===== config.mk =====
export PLATFORM = sky130hd
export DESIGN_NAME = vram_text_writer
export DESIGN_NICKNAME = d
export VERILOG_FILES = /design/src/rtl/vram_text_writer.sv
export SDC_FILE = /design/constraint.sdc
export NUM_CORES = 1
export LEC_CHECK = 0
export ABC_AREA = 0
export CORE_ASPECT_RATIO = 1.5
export CORE_MARGIN = 4
export CORE_UTILIZATION = 64
export DETAILED_ROUTE_END_ITERATION = 8
export DONT_BUFFER_PORTS = 1
export PLACE_DENSITY_LB_ADDON = 0.3
export SYNTH_ARGS = -nofsm -noshare
export SYNTH_HDL_FRONTEND = slang
export SYNTH_SLANG_ARGS = --single-unit

===== constraint.sdc =====
create_clock -name clk -period 4.6 [get_ports clk]
set_input_delay 0.23 -clock clk [delete_from_list [all_inputs] [get_ports clk]]
set_output_delay 0.23 -clock clk [all_outputs]
set_load 0.02 [all_outputs]

===== src/rtl/vram_text_writer.sv =====
// vram_text_writer
// Turns a stream of ASCII codes into character VRAM writes for an 80x30
// (default) text screen. A write lands at linear address row*COLS+col, which
// is the layout the pixel-side text renderer reads. Control codes move the
// cursor. The block also blanks lines and the whole screen itself.
//
// Ports
//   clk, rst           single rising-edge clock, async active-high reset
//   char_valid/_data   CPU-side offer of one ASCII code
//   char_ready         high when a code can be accepted (== !busy)
//   busy               a clear sweep is in progress
//   vram_we/waddr/wdata registered one-cycle VRAM write port
//   cursor_col/row     registered cursor position
//
// state      | meaning
// CLEAR_ALL  | blanking the whole screen, address = clr_cnt
// CLEAR_LINE | blanking the cursor row, address = row*COLS + clr_cnt
// IDLE       | accepting characters
module vram_text_writer #(
  parameter int         COLS  = 80,
  parameter int         ROWS  = 30,
  parameter logic [7:0] BLANK = 8'h20
) (
  input  logic        clk,
  input  logic        rst,
  input  logic        char_valid,
  input  logic [7:0]  char_data,
  output logic        char_ready,
  output logic        busy,
  output logic        vram_we,
  output logic [11:0] vram_waddr,
  output logic [7:0]  vram_wdata,
  output logic [6:0]  cursor_col,
  output logic [4:0]  cursor_row
);

  typedef enum logic [1:0] {
    ST_CLEAR_ALL  = 2'd0,
    ST_CLEAR_LINE = 2'd1,
    ST_IDLE       = 2'd2
  } state_t;

  localparam logic [6:0]  COL_LAST      = 7'(COLS - 1);
  localparam logic [4:0]  ROW_LAST      = 5'(ROWS - 1);
  localparam logic [11:0] CLR_LINE_LAST = 12'(COLS - 1);
  localparam logic [11:0] CLR_ALL_LAST  = 12'(COLS * ROWS - 1);
  localparam logic [11:0] COLS_12       = 12'(COLS);

  state_t      state_q, state_d;
  logic [11:0] clr_cnt_q, clr_cnt_d;
  logic [6:0]  col_q, col_d;
  logic [4:0]  row_q, row_d;
  logic        we_q, we_d;
  logic [11:0] waddr_q, waddr_d;
  logic [7:0]  wdata_q, wdata_d;

  logic [11:0] row_base;
  logic [4:0]  row_next;
  logic [6:0]  col_m1;
  logic        accept;

  always_ff @(posedge clk or posedge rst) begin
    if (rst) begin
      state_q   <= ST_CLEAR_ALL;
      clr_cnt_q <= 12'd0;
      col_q     <= 7'd0;
      row_q     <= 5'd0;
      we_q      <= 1'b0;
      waddr_q   <= 12'd0;
      wdata_q   <= 8'd0;
    end else begin
      state_q   <= state_d;
      clr_cnt_q <= clr_cnt_d;
      col_q     <= col_d;
      row_q     <= row_d;
      we_q      <= we_d;
      waddr_q   <= waddr_d;
      wdata_q   <= wdata_d;
    end
  end

  always_comb begin
    state_d   = state_q;
    clr_cnt_d = clr_cnt_q;
    col_d     = col_q;
    row_d     = row_q;
    we_d      = 1'b0;
    waddr_d   = waddr_q;
    wdata_d   = wdata_q;

    row_base = {7'd0, row_q} * COLS_12;
    row_next = (row_q == ROW_LAST) ? 5'd0 : row_q + 5'd1;
    col_m1   = col_q - 7'd1;
    accept   = char_valid && (state_q == ST_IDLE);

    case (state_q)
      ST_CLEAR_ALL: begin
        we_d      = 1'b1;
        waddr_d   = clr_cnt_q;
        wdata_d   = BLANK;
        clr_cnt_d = clr_cnt_q + 12'd1;
        if (clr_cnt_q == CLR_ALL_LAST) state_d = ST_IDLE;
      end

      ST_CLEAR_LINE: begin
        // row_q already holds the destination row of the advance
        we_d      = 1'b1;
        waddr_d   = row_base + clr_cnt_q;
        wdata_d   = BLANK;
        clr_cnt_d = clr_cnt_q + 12'd1;
        if (clr_cnt_q == CLR_LINE_LAST) state_d = ST_IDLE;
      end

      ST_IDLE: begin
        if (accept) begin
          case (char_data)
            8'h0A: begin
              col_d     = 7'd0;
              row_d     = row_next;
              clr_cnt_d = 12'd0;
              state_d   = ST_CLEAR_LINE;
            end
            8'h0D: col_d = 7'd0;
            8'h08: begin
              if (col_q != 7'd0) begin
                col_d   = col_m1;
                we_d    = 1'b1;
                waddr_d = row_base + {5'd0, col_m1};
                wdata_d = BLANK;
              end
            end
            8'h0C: begin
              col_d     = 7'd0;
              row_d     = 5'd0;
              clr_cnt_d = 12'd0;
              state_d   = ST_CLEAR_ALL;
            end
            default: begin
              we_d    = 1'b1;
              waddr_d = row_base + {5'd0, col_q};
              wdata_d = char_data;
              if (col_q == COL_LAST) begin
                col_d     = 7'd0;
                row_d     = row_next;
                clr_cnt_d = 12'd0;
                state_d   = ST_CLEAR_LINE;
              end else begin
                col_d = col_q + 7'd1;
              end
            end
          endcase
        end
      end

      // unused encoding: recover by redrawing a blank screen
      default: begin
        clr_cnt_d = 12'd0;
        state_d   = ST_CLEAR_ALL;
      end
    endcase
  end

  assign busy       = (state_q != ST_IDLE);
  assign char_ready = !busy;
  assign vram_we    = we_q;
  assign vram_waddr = waddr_q;
  assign vram_wdata = wdata_q;
  assign cursor_col = col_q;
  assign cursor_row = row_q;

endmodule


# [After elaboration in Yosys (flattened, before gate mapping)]
# Index checks and enable logic that the tools add are counted.
[totals] register_bits=47 inputBits=11 output_inout_bits=35 elab_cells=81
[op_classes] n_addsub=7 n_mul=1 n_eq_ne=20 n_mux=28 n_bitwise=1 n_reduce_logical=17
[ops] op="12-bit one-hot mux with 2 select lines" count=3
[ops] op="12-bit 2-to-1 mux" count=4
[ops] op="12-bit one-hot mux with 3 select lines" count=1
[ops] op="8-bit by 4-bit == test with 1-bit output, second input constant" count=4
[ops] op="8-bit one-hot mux with 2 select lines" count=2
[ops] op="12-bit by 7-bit adder with 12-bit output" count=2
[ops] op="8-bit 2-to-1 mux" count=2
[ops] op="5-bit one-hot mux with 3 select lines" count=1
[ops] op="7-bit 2-to-1 mux" count=2
[ops] op="2-bit != test, second input constant" count=7
[ops] op="7-bit one-hot mux with 2 select lines" count=1
[ops] op="12-bit by 1-bit adder with 12-bit output, second input constant" count=1
[ops] op="12-bit adder" count=1
[ops] op="12-bit == test, second input constant" count=1
[ops] op="12-bit by 7-bit == test with 1-bit output, second input constant" count=1
[ops] op="2-bit one-hot mux with 3 select lines" count=2
[ops] op="4-bit AND reduction" count=3
[ops] op="5-bit 2-to-1 mux" count=2
[ops] op="5-bit by 3-bit multiplier with 8-bit output, second input constant" count=1
[ops] op="2-bit 2-to-1 mux" count=4
[ops] op="7-bit by 1-bit adder with 7-bit output, second input constant" count=1
[ops] op="7-bit == test, second input constant" count=1
[ops] op="7-bit nonzero test" count=1
[ops] op="7-bit by 1-bit subtractor with 7-bit output, second input constant" count=1
[ops] op="19 further kinds" count=25

# [Longest topological paths before layout]
# Gate-level depths: netlist (run 1).
[depth] ltp_word=6 depth_mapped=13 ltp_nobuf=13

# [Worst setup path before layout (run 1)]
# No wires, ideal clock.
[synth_path] kind="reg-to-reg" startpoint="reg col_q[0], in the netlist cursor_col[0]" endpoint="reg waddr_q[9], in the netlist vram_waddr[9]" setup_time_ns=0.125 arrival_ns=3.440 path_slack_ns=1.036 path_stages_with_launch=14 n_path_buf=0 period_less_slack_ns=3.564 path_cell_list="dfrtp_1 inv_1 ha_1 or3b_2 nor4_1 nand2_1 xor2_1 a21oi_1 ha_1 inv_1 o311ai_0 xor2_1 a22o_1 mux2_2"
[synth_via] elab_chain_cells=6 word_cells_on_any_way=10
[synth_lines] item="from (decl)" line_no="51" source="logic [6:0] col_q, col_d;"
[synth_lines] item="from (signal assigned)" line_no="74" source="col_q <= col_d;"
[synth_lines] item="7-bit by 1-bit subtractor with 7-bit output" line_no="93" source="col_m1 = col_q - 7'd1;"
[synth_lines] item="12-bit by 7-bit adder with 12-bit output" line_no="128" source="waddr_d = row_base + {5'd0, col_m1};"
[synth_lines] item="12-bit 2-to-1 mux" line_no="125" source="if (col_q != 7'd0) begin"
[synth_lines] item="12-bit one-hot mux with 2 select lines" line_no="116" source="case (char_data)"
[synth_lines] item="12-bit 2-to-1 mux" line_no="115" source="if (accept) begin"
[synth_lines] item="12-bit one-hot mux with 3 select lines" line_no="96" source="case (state_q)"
[synth_lines] item="to (signal assigned)" line_no="77" source="waddr_q <= waddr_d;"
[synth_lines] item="to (decl)" line_no="54" source="logic [11:0] waddr_q, waddr_d;"
# Parallel ways exist; a longest one is shown, timed or not. The select of a mux whose other input is x is not followed.
# A chain may end at the register's enable or synchronous reset.

# [Final worst setup path (run 1)]
# Ends and elaborated chain as after synthesis.

==> summary.md, run 1 <==
| Metric | Value |
|---|---|
| Overall routed net length | `9022 um` |
| Sequential fraction of the synthesis area | `between 30% and 40%` |
| Crit. End Element | `register` |
| Crit-path max FO | `7` |
| Post-Place Worst Slack | `slightly below 0.7 ns` |
| Antenna cells | `0` |
| Final Slew Violations | `0` |
| Die height | `approximately 99 um` |
| Mean Syn Cell Area | `between 9 and 10 um^2` |
| Hold buffers post-CTS | `0` |
| Syn_nets | `420` |
| Status | `finished, final reports clean` |
| Initial DRT Pass Iterations | `5` |
| Unrepaired setup endpoints after global routing | `no` |
| Crit path cell chain | `inv_1 > ha_1 > or3b_2 > nor4_1 > nand2_1 > xor2_1 > a21oi_1 > ha_1 > inv_1 > o311ai_0 > xor2_1 > a22o_1 > mux2_2` |
| Power Density | `between 400 and 500 nW/um^2` |
| Grt ovf | `0` |
| Row count | `32` |
| Remaining antenna violation count | `0` |
| Worst hold path class | `input port to async pin` |
| DIE WIDTH | `between 60 and 70 um` |
| I/O Pins | `46` |
| Max-cap violations | `0` |
| Placed wire-length estimate | `around 6600 um` |
| Core area | `approximately 5200 um^2` |
| Peak supply drop | `roughly 0.00024 V` |
| Final setup violating endpoints | `0` |
| Yosys reg bits | `47` |
| CTS Sinks | `47` |
| Die footprint | `between 6000 and 7000 um^2` |
| Layout Nets | `between 400 and 500` |
| Synth Flop Type | `dfrtp_1` |
| H-tree levels | `2` |
| Post-Syn Area | `between 3000 and 4000 um^2` |
| Yosys cell types | `62` |
| Post-route minimum period | `~4.1 ns` |
| Initial drt markers | `between 300 and 400` |
| CP required | `approximately 4.8 ns` |
| Worst-Margin Slew | `~1.2 ns` |
| DRC violations left | `0` |
| Relative slew slack | `a little under a fifth` |
| First-pass GRT wire length | `roughly 15,000 um` |
| Final period util | `between 80% and 90%` |
| Synth-to-layout area growth | `3.792%` |
| Design Power | `1.786 mW` |
| Fmax | `around 0.25 GHz` |
| Yosys Warn Count | `0` |
| # resized after CTS | `0` |
| Pleak | `approximately 1.6 nW` |
| Worst setup SP type | `register` |
| Worst-skew pair later-pin latency | `just over 0.3 ns` |
| CP Data Arrival Time | `around 4.3 ns` |
| Number of synthesized flops with an enable pin | `0` |
| Share of cells above drive strength 1 | `under 10%` |
| Port bufs | `0` |
| Gr usage total | `28.05%` |
| Setup TNS | `0 ns` |
| Max Root-Sink Buffers | `2` |
| Setup Buffers After CTS | `0` |
| Largest net degree at the start of global routing | `48` |
| Clock Skew | `between 0.01 and 0.015 ns` |
| CTS buffer count | `5` |
| Cells after Synth | `~380` |
| Top Family by Delay on Critical Path | `simple AND/OR/NAND/NOR gates` |
| Fraction of registers with async set/reset | `100.0%` |
| Starting Density | `approximately two thirds` |
| Post-placement cell area | `about 3500 um^2` |
| Total number of vias | `about 3,100` |
| Initial antenna violation count | `0` |
| CTS Root Cell | `clkbuf_8` |
| Fin. Hold Viols | `0` |
| Fin area | `3630 um^2` |
| CP max stage cell | `nor4_1` |
| Routed len/inst | `slightly above 20 um` |
| GP Congestion | `about 0.92` |
| CTS clk-pin slew, worst paths | `roughly 0.10 ns` |
| Worst path max stage delay | `~0.55 ns` |
| Worst setup margin | `between 0.5 and 0.6 ns` |
| CP bufs+invs | `2` |
| Vias in the first global route | `about 3,100` |
| Routed vias/inst | `approximately 7` |
| Crit path kind | `register to register` |
| CTS tree | `built` |
[power breakdown]
| part | switching, mW | internal (mW) | leakage (nW) |
|---|---|---|---|
| sequential | 0.257 | 0.519 | 0.622 |
| combinational | 0.452 | 0.281 | 0.913 |
| clock | 0.153 | 0.123 | 0.0474 |
[synth_stat cells (all sizes together), types with 2 or more instances]
cell type	count	area share, %
xnor2	6	1.5
and2	3	0.54
o31ai	5	1.1
nand3	13	1.9
clkbuf	14	1.5
o2bb2ai	11	2.8
nand2	19	2.0
nand4	5	0.89
inv	24	2.6
dfrtp	47	34
o311ai	2	0.50
a31oi	3	0.54
nor3	8	1.1
o221ai	11	2.8
mux2	16	5.2
fa	2	1.1
o21ai	29	4.4
a22o	5	1.3
nand2b	12	2.1
nor2b	6	1.1
a21oi	18	2.9
a21o	2	0.43
a32oi	2	0.50
and3	11	2.0
xor2	5	1.3
a2111oi	2	0.50
o41ai	2	0.50
o21bai	3	0.64
o22ai	3	0.54
mux2i	8	2.3
a211oi	3	0.64
or4b	2	0.57
buf	6	0.97
nor4b	2	0.50
o21a	3	0.64
or4	2	0.54
nor2	18	1.9
ha	24	8.6
or3	7	1.3
nor4	4	0.72
a22oi	2	0.43
or3b	2	0.50
[final timing paths]
kind | startpoint | to | slack [ns] | cells after the start
hold / removal | rst | clr_cnt_q[1] | 0.02 | 1
setup reg to reg | cursor_col[0] | vram_waddr[9] | 0.54 | 13
min in group clk | char_data[2] | vram_wdata[2] | 0.05 | 2
setup / recovery | cursor_col[0] | vram_waddr[9] | 0.54 | 13
max in group asynchronous | rst | vram_waddr[4] | 3.92 | 1
hold reg to reg | state_q[0] | state_q[0] | 0.59 | 1
[flip-flops by register name, indices dropped and copies added, names as in the netlist]
name / flops
clr_cnt_q: 12
vram_wdata: 8
cursor_row: 5
vram_waddr: 12
state_q: 2
cursor_col: 7
vram_we: 1
[stage by stage]
stage                     instances  utilization [%]  hold WS (ns)
final                           443            69.74       0.01819
after global routing            443            69.74       0.06168
after CTS                       443            69.74       0.04852
after detailed placement        435            67.84        0.3788
after global placement          435            67.84        0.3741
after floorplan                 383                -        0.3672
[cell type report]
type	count	area, um^2
flip-flops and latches	47	1176
multi-input cells	292	2150
inverters	24	90.09
repair buffers	4	30.03
well taps	68	85.08
clock buffers	6	82.58
clock inverters	2	16.27
fillers	413	1575
[routing by layer]
layer  wire length, um  vias to the layer above  GRT usage (%)
met4               275                        0          12.40
met1              3431                     1539          33.26
met2              4691                      141          47.10
li1                  -                     1411              -
met3               623                       33          6.157
met5                 0                        -              0
[cells by family (layout without fill, tap and decap cells)]
logic type	Yosys count	count (layout)	share of synthesized area [%]
buf+inv	44	36	5.044
fa+ha+maj	26	26	9.732
flops	47	47	33.63
mux	24	24	7.442
xor+xnor	11	11	2.755
compound gates	113	113	22.79
simple gates	118	118	18.61
[placed cells by master, fill, tap and decap left out, types with 7 or more instances in the layout]
cell type and n:
mux2i_1 8, nor3_1 7, o21ai_0 25, nand3_1 13, inv_1 23, nand2b_1 12
a21oi_1 17, ha_1 24, nand2_1 19, or3_1 7, nor2_1 18, dfrtp_1 47
and3_1 11, mux2_2 11, o2bb2ai_1 11, o221ai_1 11
(Power assumes the default switching activity.)
==> run 2, diff against run 1 <==
Settings changed: ABC_AREA 0 to 1, CORE_UTILIZATION 64 to 65.
==> summary.md, run 2 <==
| Metric | Value |
|---|---|
| Status | `finished, final reports clean` |
| Share of the synthesized area in the top cell type | `a little under a third` |
| Routed vias/inst | `~5.6` |
| Critical Path Stages | `16` |
| Yosys Warn Count | `0` |
| Post-placement cell area | `~3700 um^2` |
| Antenna cells | `0` |
| Commonest non-fill, non-tap cells in the layout | `211 x nand2_1, 63 x inv_1, 61 x nor2_1` |
| Total number of vias | `approximately 3,500` |
| Starting Density | `about two thirds` |
| Final Slew Violations | `0` |
| Max Root-Sink Buffers | `2` |
| Synth Flop Type | `dfrtp_1` |
| Initial antenna violation count | `0` |
| Initial drt markers | `roughly 230` |
| Hold buffers post-CTS | `0` |
| Commonest non-fill, non-tap cell in the layout | `nand2_1` |
| Crit-path max FO | `7` |
| Sequential fraction of the synthesis area | `about a third` |
| Worst setup margin | `1.617 ns` |
| CTS clk-pin slew, worst paths | `~0.1 ns` |
| Fmax | `around 0.34 GHz` |
| I/O Pins | `between 40 and 50` |
| Critical Path End | `vram_waddr[8]` |
| Crit. End Element | `register` |
| Post-Syn Area | `3731 um^2` |
| Cells after Synth | `about 560` |
| Routed len/inst | `~15 um` |
| Mean Syn Cell Area | `approximately 6.7 um^2` |
| Worst-skew pair later-pin latency | `0.31 ns` |
| Final setup violating endpoints | `0` |
| First-pass GRT wire length | `about 16,000 um` |
| CP Data Arrival Time | `3.19 ns` |
| Synth top cells by count | `211 x nand2_1, 64 x inv_1, 61 x nor2_1, 47 x dfrtp_1, 36 x nand3_1` |
| Grt ovf | `0` |
| Final period util | `between 60% and 70%` |
| Overall routed net length | `9359 um` |
| Vias in the first global route | `~3,500` |
| Relative slew slack | `about 34%` |
| Setup TNS | `0 ns` |
| Share of cells above drive strength 1 | `between 7 and 8%` |
| Unrepaired setup endpoints after global routing | `no` |
| Worst hold path class | `input port to async pin` |
| DIE WIDTH | `between 60 and 70 um` |
| Yosys cell types | `34` |
| Reg2reg start | `cursor_col[0]` |
| Yosys reg bits | `47` |
| Crit path cell chain | `inv_1 > ha_1 > nand2_1 > xor2_1 > nor2_1 > nor2_1 > a21oi_1 > ha_1 > fa_1 > nand2_1 > nand2_1 > or2_2 > nand3_1 > o21ai_0 > nand2_1 > nand2_1` |
| Worst-Margin Slew | `between 0.9 and 1 ns` |
| Core area | `between 5000 and 6000 um^2` |
| Setup Buffers After CTS | `0` |
| Top Family by Delay on Critical Path | `simple AND/OR/NAND/NOR gates` |
| Remaining antenna violation count | `0` |
| Setup crit start | `cursor_col[0]` |
| CTS tree | `built` |
| Initial DRT Pass Iterations | `5` |
| DRC violations left | `0` |
| Die height | `roughly 100 um` |
| Post-route minimum period | `2.983 ns` |
| Number of synthesized flops with an enable pin | `0` |
| Worst reg2reg path depth | `16` |
| Post-Place Worst Slack | `1.692 ns` |
| Cell mode on critical path | `nand2_1` |
| Layout Nets | `591` |
| Fin. Hold Viols | `0` |
| Pleak | `between 2 and 2.5 nW` |
| Fin area | `3844 um^2` |
| Gr usage total | `between 20% and 30%` |
| Clock Skew | `around 0.012 ns` |
| Yosys top cell by area | `dfrtp_1` |
| Worst setup SP type | `register` |
| Peak supply drop | `roughly 0.00020 V` |
| GP Congestion | `between 0.9 and 1` |
| Max-cap violations | `0` |
| # resized after CTS | `0` |
| CP required | `about 4.8 ns` |
| Synth-to-layout area growth | `3.018%` |
| CP bufs+invs | `1` |
| Worst path max stage delay | `around 0.57 ns` |
| CTS Sinks | `47` |
| CTS buffer count | `5` |
| Die footprint | `around 7000 um^2` |
| Row count | `33` |
| Port bufs | `0` |
| Syn_nets | `just under 600` |
| Reg2Reg Setup Slack | `approximately 1.6 ns` |
| CTS Root Cell | `clkbuf_8` |
| Fraction of registers with async set/reset | `100.0%` |
| CP max stage cell | `dfrtp_1` |
| Largest net degree at the start of global routing | `between 40 and 50` |
| H-tree levels | `2` |
| FF-to-FF End | `vram_waddr[8]` |
| Top-count cell post-synth | `nand2_1` |
| Power Density | `between 300 and 400 nW/um^2` |
| Placed wire-length estimate | `~7100 um` |
| Area contributors post-synth | `dfrtp_1 32%, nand2_1 21%, ha_1 8.0%, inv_1 6.4%, nor2_1 6.1%` |
| Crit path kind | `register to register` |
==> run 2: cell count changes in the layout (fill, tap and decap cells not counted), moves of 10 or more <==
cell       before  now
nand2_1        19  211
o21ai_0        25   15
nand3_1        13   36
mux2_2         11    0
and3_1         11    0
inv_1          23   63
nor2_1         18   61
nand2b_1       12    0
o2bb2ai_1      11    0
o221ai_1       11    0
==> run 2: how the worst min path moves through the flow <==
stage,depth (start not counted),start,to
5_1_grt,1,rst,vram_wdata[7]
3_5_place_dp,1,rst,vram_wdata[7]
2_1_floorplan,4,char_data[0],vram_wdata[0]
6_report,1,rst,vram_wdata[7]
3_3_place_gp,1,rst,vram_wdata[7]
4_1_cts,1,rst,vram_wdata[7]
==> run 2: kinds of logic (layout without fill, tap and decap cells) <==
logic type	after synthesis	in the layout	synth area share [%]
and+or+nand+nor	346	346	40.07
AOI/OAI and AO/OA	43	43	6.472
adders and majority gates	26	26	9.121
xor gates and xnor gates	13	13	3.052
buffers and inverters	83	80	9.758
DFF	47	47	31.52
==> run 2: power by group <==
| group | internal [mW] | switching (mW) |
|---|---|---|
| Clock | 0.162 | 0.157 |
| Sequential | 0.476 | 0.107 |
| Combinational | 0.106 | 0.184 |
==> run 2: routing by layer <==
metal	track usage, %	vias to the layer above	part of all wire [%]	wire (um)
met3	4.691	34	5.8	541
met1	30.43	1633	38	3545
li1	-	1724	-	-
met5	0	-	0	0
met2	50.91	122	52	4880
met4	14.45	0	4.2	392
==> run 2: layout make-up <==
type	count	area, um^2
well taps	70	87.58
repair buffers	1	7.507
flip-flops and latches	47	1176
clock inverters	3	43.79
multi-input cells	428	2191
clock buffers	5	68.82
inverters	71	269.0
fillers	503	1689
==> run 2: metrics by stage <==
stage	cells	hold slack [ns]	total power [mW]	utilization, %
floorplan	558	0.4143	0.7927	-
global placement	617	0.3827	0.8615	67.44
detailed placement	617	0.3927	0.8720	67.44
CTS	625	0.06469	1.186	69.47
global route	625	0.1160	1.263	69.47
finish	625	0.01396	1.192	69.47
==> run 3, diff against run 2 <==
Clock period 4.6 ns to 3 ns, I/O delays scaled along.
==> summary.md, run 3 (same netlist as run 2, synthesis figures left out) <==
| Metric | Value |
|---|---|
| Status | `finished, final reports clean` |
| CP Data Arrival Time | `2.89 ns` |
| Critical Path Stages | `17` |
| Total number of vias | `between 3,000 and 4,000` |
| Pleak | `between 2 and 2.5 nW` |
| Commonest non-fill, non-tap cell in the layout | `nand2_1` |
| Initial DRT Pass Iterations | `5` |
| Remaining antenna violation count | `0` |
| Post-Place Worst Slack | `between 0.3 and 0.4 ns` |
| Register area | `about 1200 um^2` |
| Placed wire-length estimate | `around 7000 um` |
| Core area | `about 5500 um^2` |
| Hold_ws | `between 0.02 and 0.025 ns` |
| CTS clk-pin slew, worst paths | `~0.10 ns` |
| Worst-Margin Slew | `just under 1 ns` |
| GP Congestion | `0.9877` |
| CP bufs+invs | `1` |
| Share of cells above drive strength 1 | `a little under a tenth` |
| Power Density | `around 480 nW/um^2` |
| Crit path kind | `register to register` |
| Initial antenna violation count | `0` |
| Worst hold path class | `input port to register` |
| Clock share of power | `between 20% and 30%` |
| Setup Buffers After CTS | `0` |
| Initial drt markers | `between 200 and 250` |
| Post-route minimum period | `roughly 2.7 ns` |
| FILL cells | `roughly 470` |
| Grt ovf | `0` |
| I/O Pins | `46` |
| Critical Path End | `vram_waddr[8]` |
| Worst path max stage delay | `around 0.5 ns` |
| Final period util | `between 80% and 90%` |
| Unrepaired setup endpoints after global routing | `no` |
| Crit path cell chain | `nor2_1 > nand2_1 > o21ai_0 > nand2_1 > nor2_1 > nor2_1 > a21oi_1 > ha_1 > nand2_1 > inv_1 > nand2_1 > nand2_1 > or2_2 > nand3_1 > o21ai_0 > nand2_1 > nand2_1` |
| CTS tree | `built` |
| Setup TNS | `0 ns` |
| Starting Density | `between 60% and 70%` |
| Synth-to-layout area growth | `5.734%` |
| DIE WIDTH | `~70 um` |
| FF-to-FF End | `vram_waddr[8]` |
| Fmax | `0.3718 GHz` |
| CTS buffer count | `5` |
| First-pass GRT wire length | `15,770 um` |
| Antenna cells | `0` |
| Max-cap violations | `0` |
| Clock Skew | `about 0.011 ns` |
| Worst-skew pair later-pin latency | `0.31 ns` |
| Layout Nets | `between 600 and 700` |
| Final setup violating endpoints | `0` |
| Relative slew slack | `33.67%` |
| Cell mode on critical path | `nand2_1` |
| Sw Ratio | `~36%` |
| Routed len/inst | `about 15 um` |
| Commonest non-fill, non-tap cells in the layout | `211 x nand2_1, 63 x inv_1, 61 x nor2_1` |
| Row count | `33` |
| Gr usage total | `a little over a quarter` |
| Port bufs | `0` |
| Final Slew Violations | `0` |
| Largest net degree at the start of global routing | `48` |
| Post-layout util | `between 70% and 80%` |
| Worst reg2reg path depth | `17` |
| DRC violations left | `0` |
| Die height | `100.8 um` |
| Overall routed net length | `9242 um` |
| Footprint of the multi-input gates | `2191 um^2` |
| Peak supply drop | `between 0.0004 and 0.0005 V` |
| Worst setup SP type | `register` |
| Design Power | `1.913 mW` |
| Worst setup margin | `a little over 0.3 ns` |
| Die footprint | `roughly 7000 um^2` |
| Max Root-Sink Buffers | `2` |
| Top Family by Delay on Critical Path | `simple AND/OR/NAND/NOR gates` |
| Logic pwr share | `a little under a quarter` |
| CP required | `3.20 ns` |
| Int Pwr | `about 1.2 mW` |
| Routed vias/inst | `roughly 5.6` |
| CTS Root Cell | `clkbuf_8` |
| CTS Sinks | `47` |
| Switching power total | `around 690 uW` |
| Vias in the first global route | `3,508` |
| Sequential share of power | `approximately 47%` |
| H-tree levels | `2` |
| Reg2reg start | `cursor_col[3]` |
| Crit. End Element | `register` |
| Crit-path max FO | `5` |
| Fin. Hold Viols | `0` |
| Setup crit start | `cursor_col[3]` |
| Reg2Reg Setup Slack | `about 0.31 ns` |
| # resized after CTS | `0` |
| CP max stage cell | `dfrtp_1` |
==> run 3: cell types whose count changed in the layout (fill, tap and decap cells not counted) <==
cell | before | now
buf_4 | 1 | 10
bufinv_16 | 1 | 2
clkinv_2 | 1 | 0
clkinv_4 | 1 | 0
clkinvlp_4 | 0 | 1
dlygate4sd3_1 | 0 | 1
==> run 3: power by group through the flow <==
stage,registers [mW],logic (mW),clock network [mW]
3_3_place_gp,0.906,0.417,0
4_1_cts,0.897,0.439,0.565
2_1_floorplan,0.875,0.341,0
3_5_place_dp,0.910,0.434,0
5_1_grt,0.908,0.508,0.597
6_report,0.898,0.443,0.572
==> run 3: metal layers <==
layer / share of wire [%] / global-route usage (%)
met3: 6.9 / 5.090
met5: 0 / 0
met1: 37 / 30.92
met2: 52 / 49.67
met4: 3.4 / 12.54
==> run 3: worst min-delay path by stage <==
stage / from / to / slack (ns) / cells past startpoint
5_1_grt: char_data[0] / vram_wdata[0] / 0.04 / 4
3_3_place_gp: rst / vram_wdata[7] / 0.31 / 1
2_1_floorplan: char_data[0] / vram_wdata[0] / 0.33 / 4
4_1_cts: char_data[7] / vram_wdata[7] / 0.03 / 4
6_report: char_data[7] / vram_wdata[7] / 0.02 / 4
3_5_place_dp: rst / vram_wdata[7] / 0.32 / 1
==> run 3: stage by stage <==
| stage | std cells | cell area (um^2) |
|---|---|---|
| 3_3_place_gp | 626 | 3799 |
| 5_1_grt | 635 | 3945 |
| 4_1_cts | 635 | 3945 |
| 2_1_floorplan | 558 | 3731 |
| 3_5_place_dp | 626 | 3799 |
| 6_report | 635 | 3945 |
==> run 3: repair_timing <==
action                     in CTS  in global routing
hold buffers                    1                  0
setup endpoints to repair       0                  0
hold endpoints to repair       32                  0
==> run 3: worst min-delay path: cells and delay by family <==
family | cells | cell delay (ns)
AND/OR/NAND/NOR | 3 | 0.12
buffers and inverters | 1 | 0.04
==> run 3: area by class of cell <==
type,instances,area share [%]
multi-input cells,428,55.53
flip-flops and latches,47,29.81
inverters,71,6.819
well taps,70,2.220
repair buffers,11,2.157
clock buffers,5,1.744
clock inverters,3,1.713
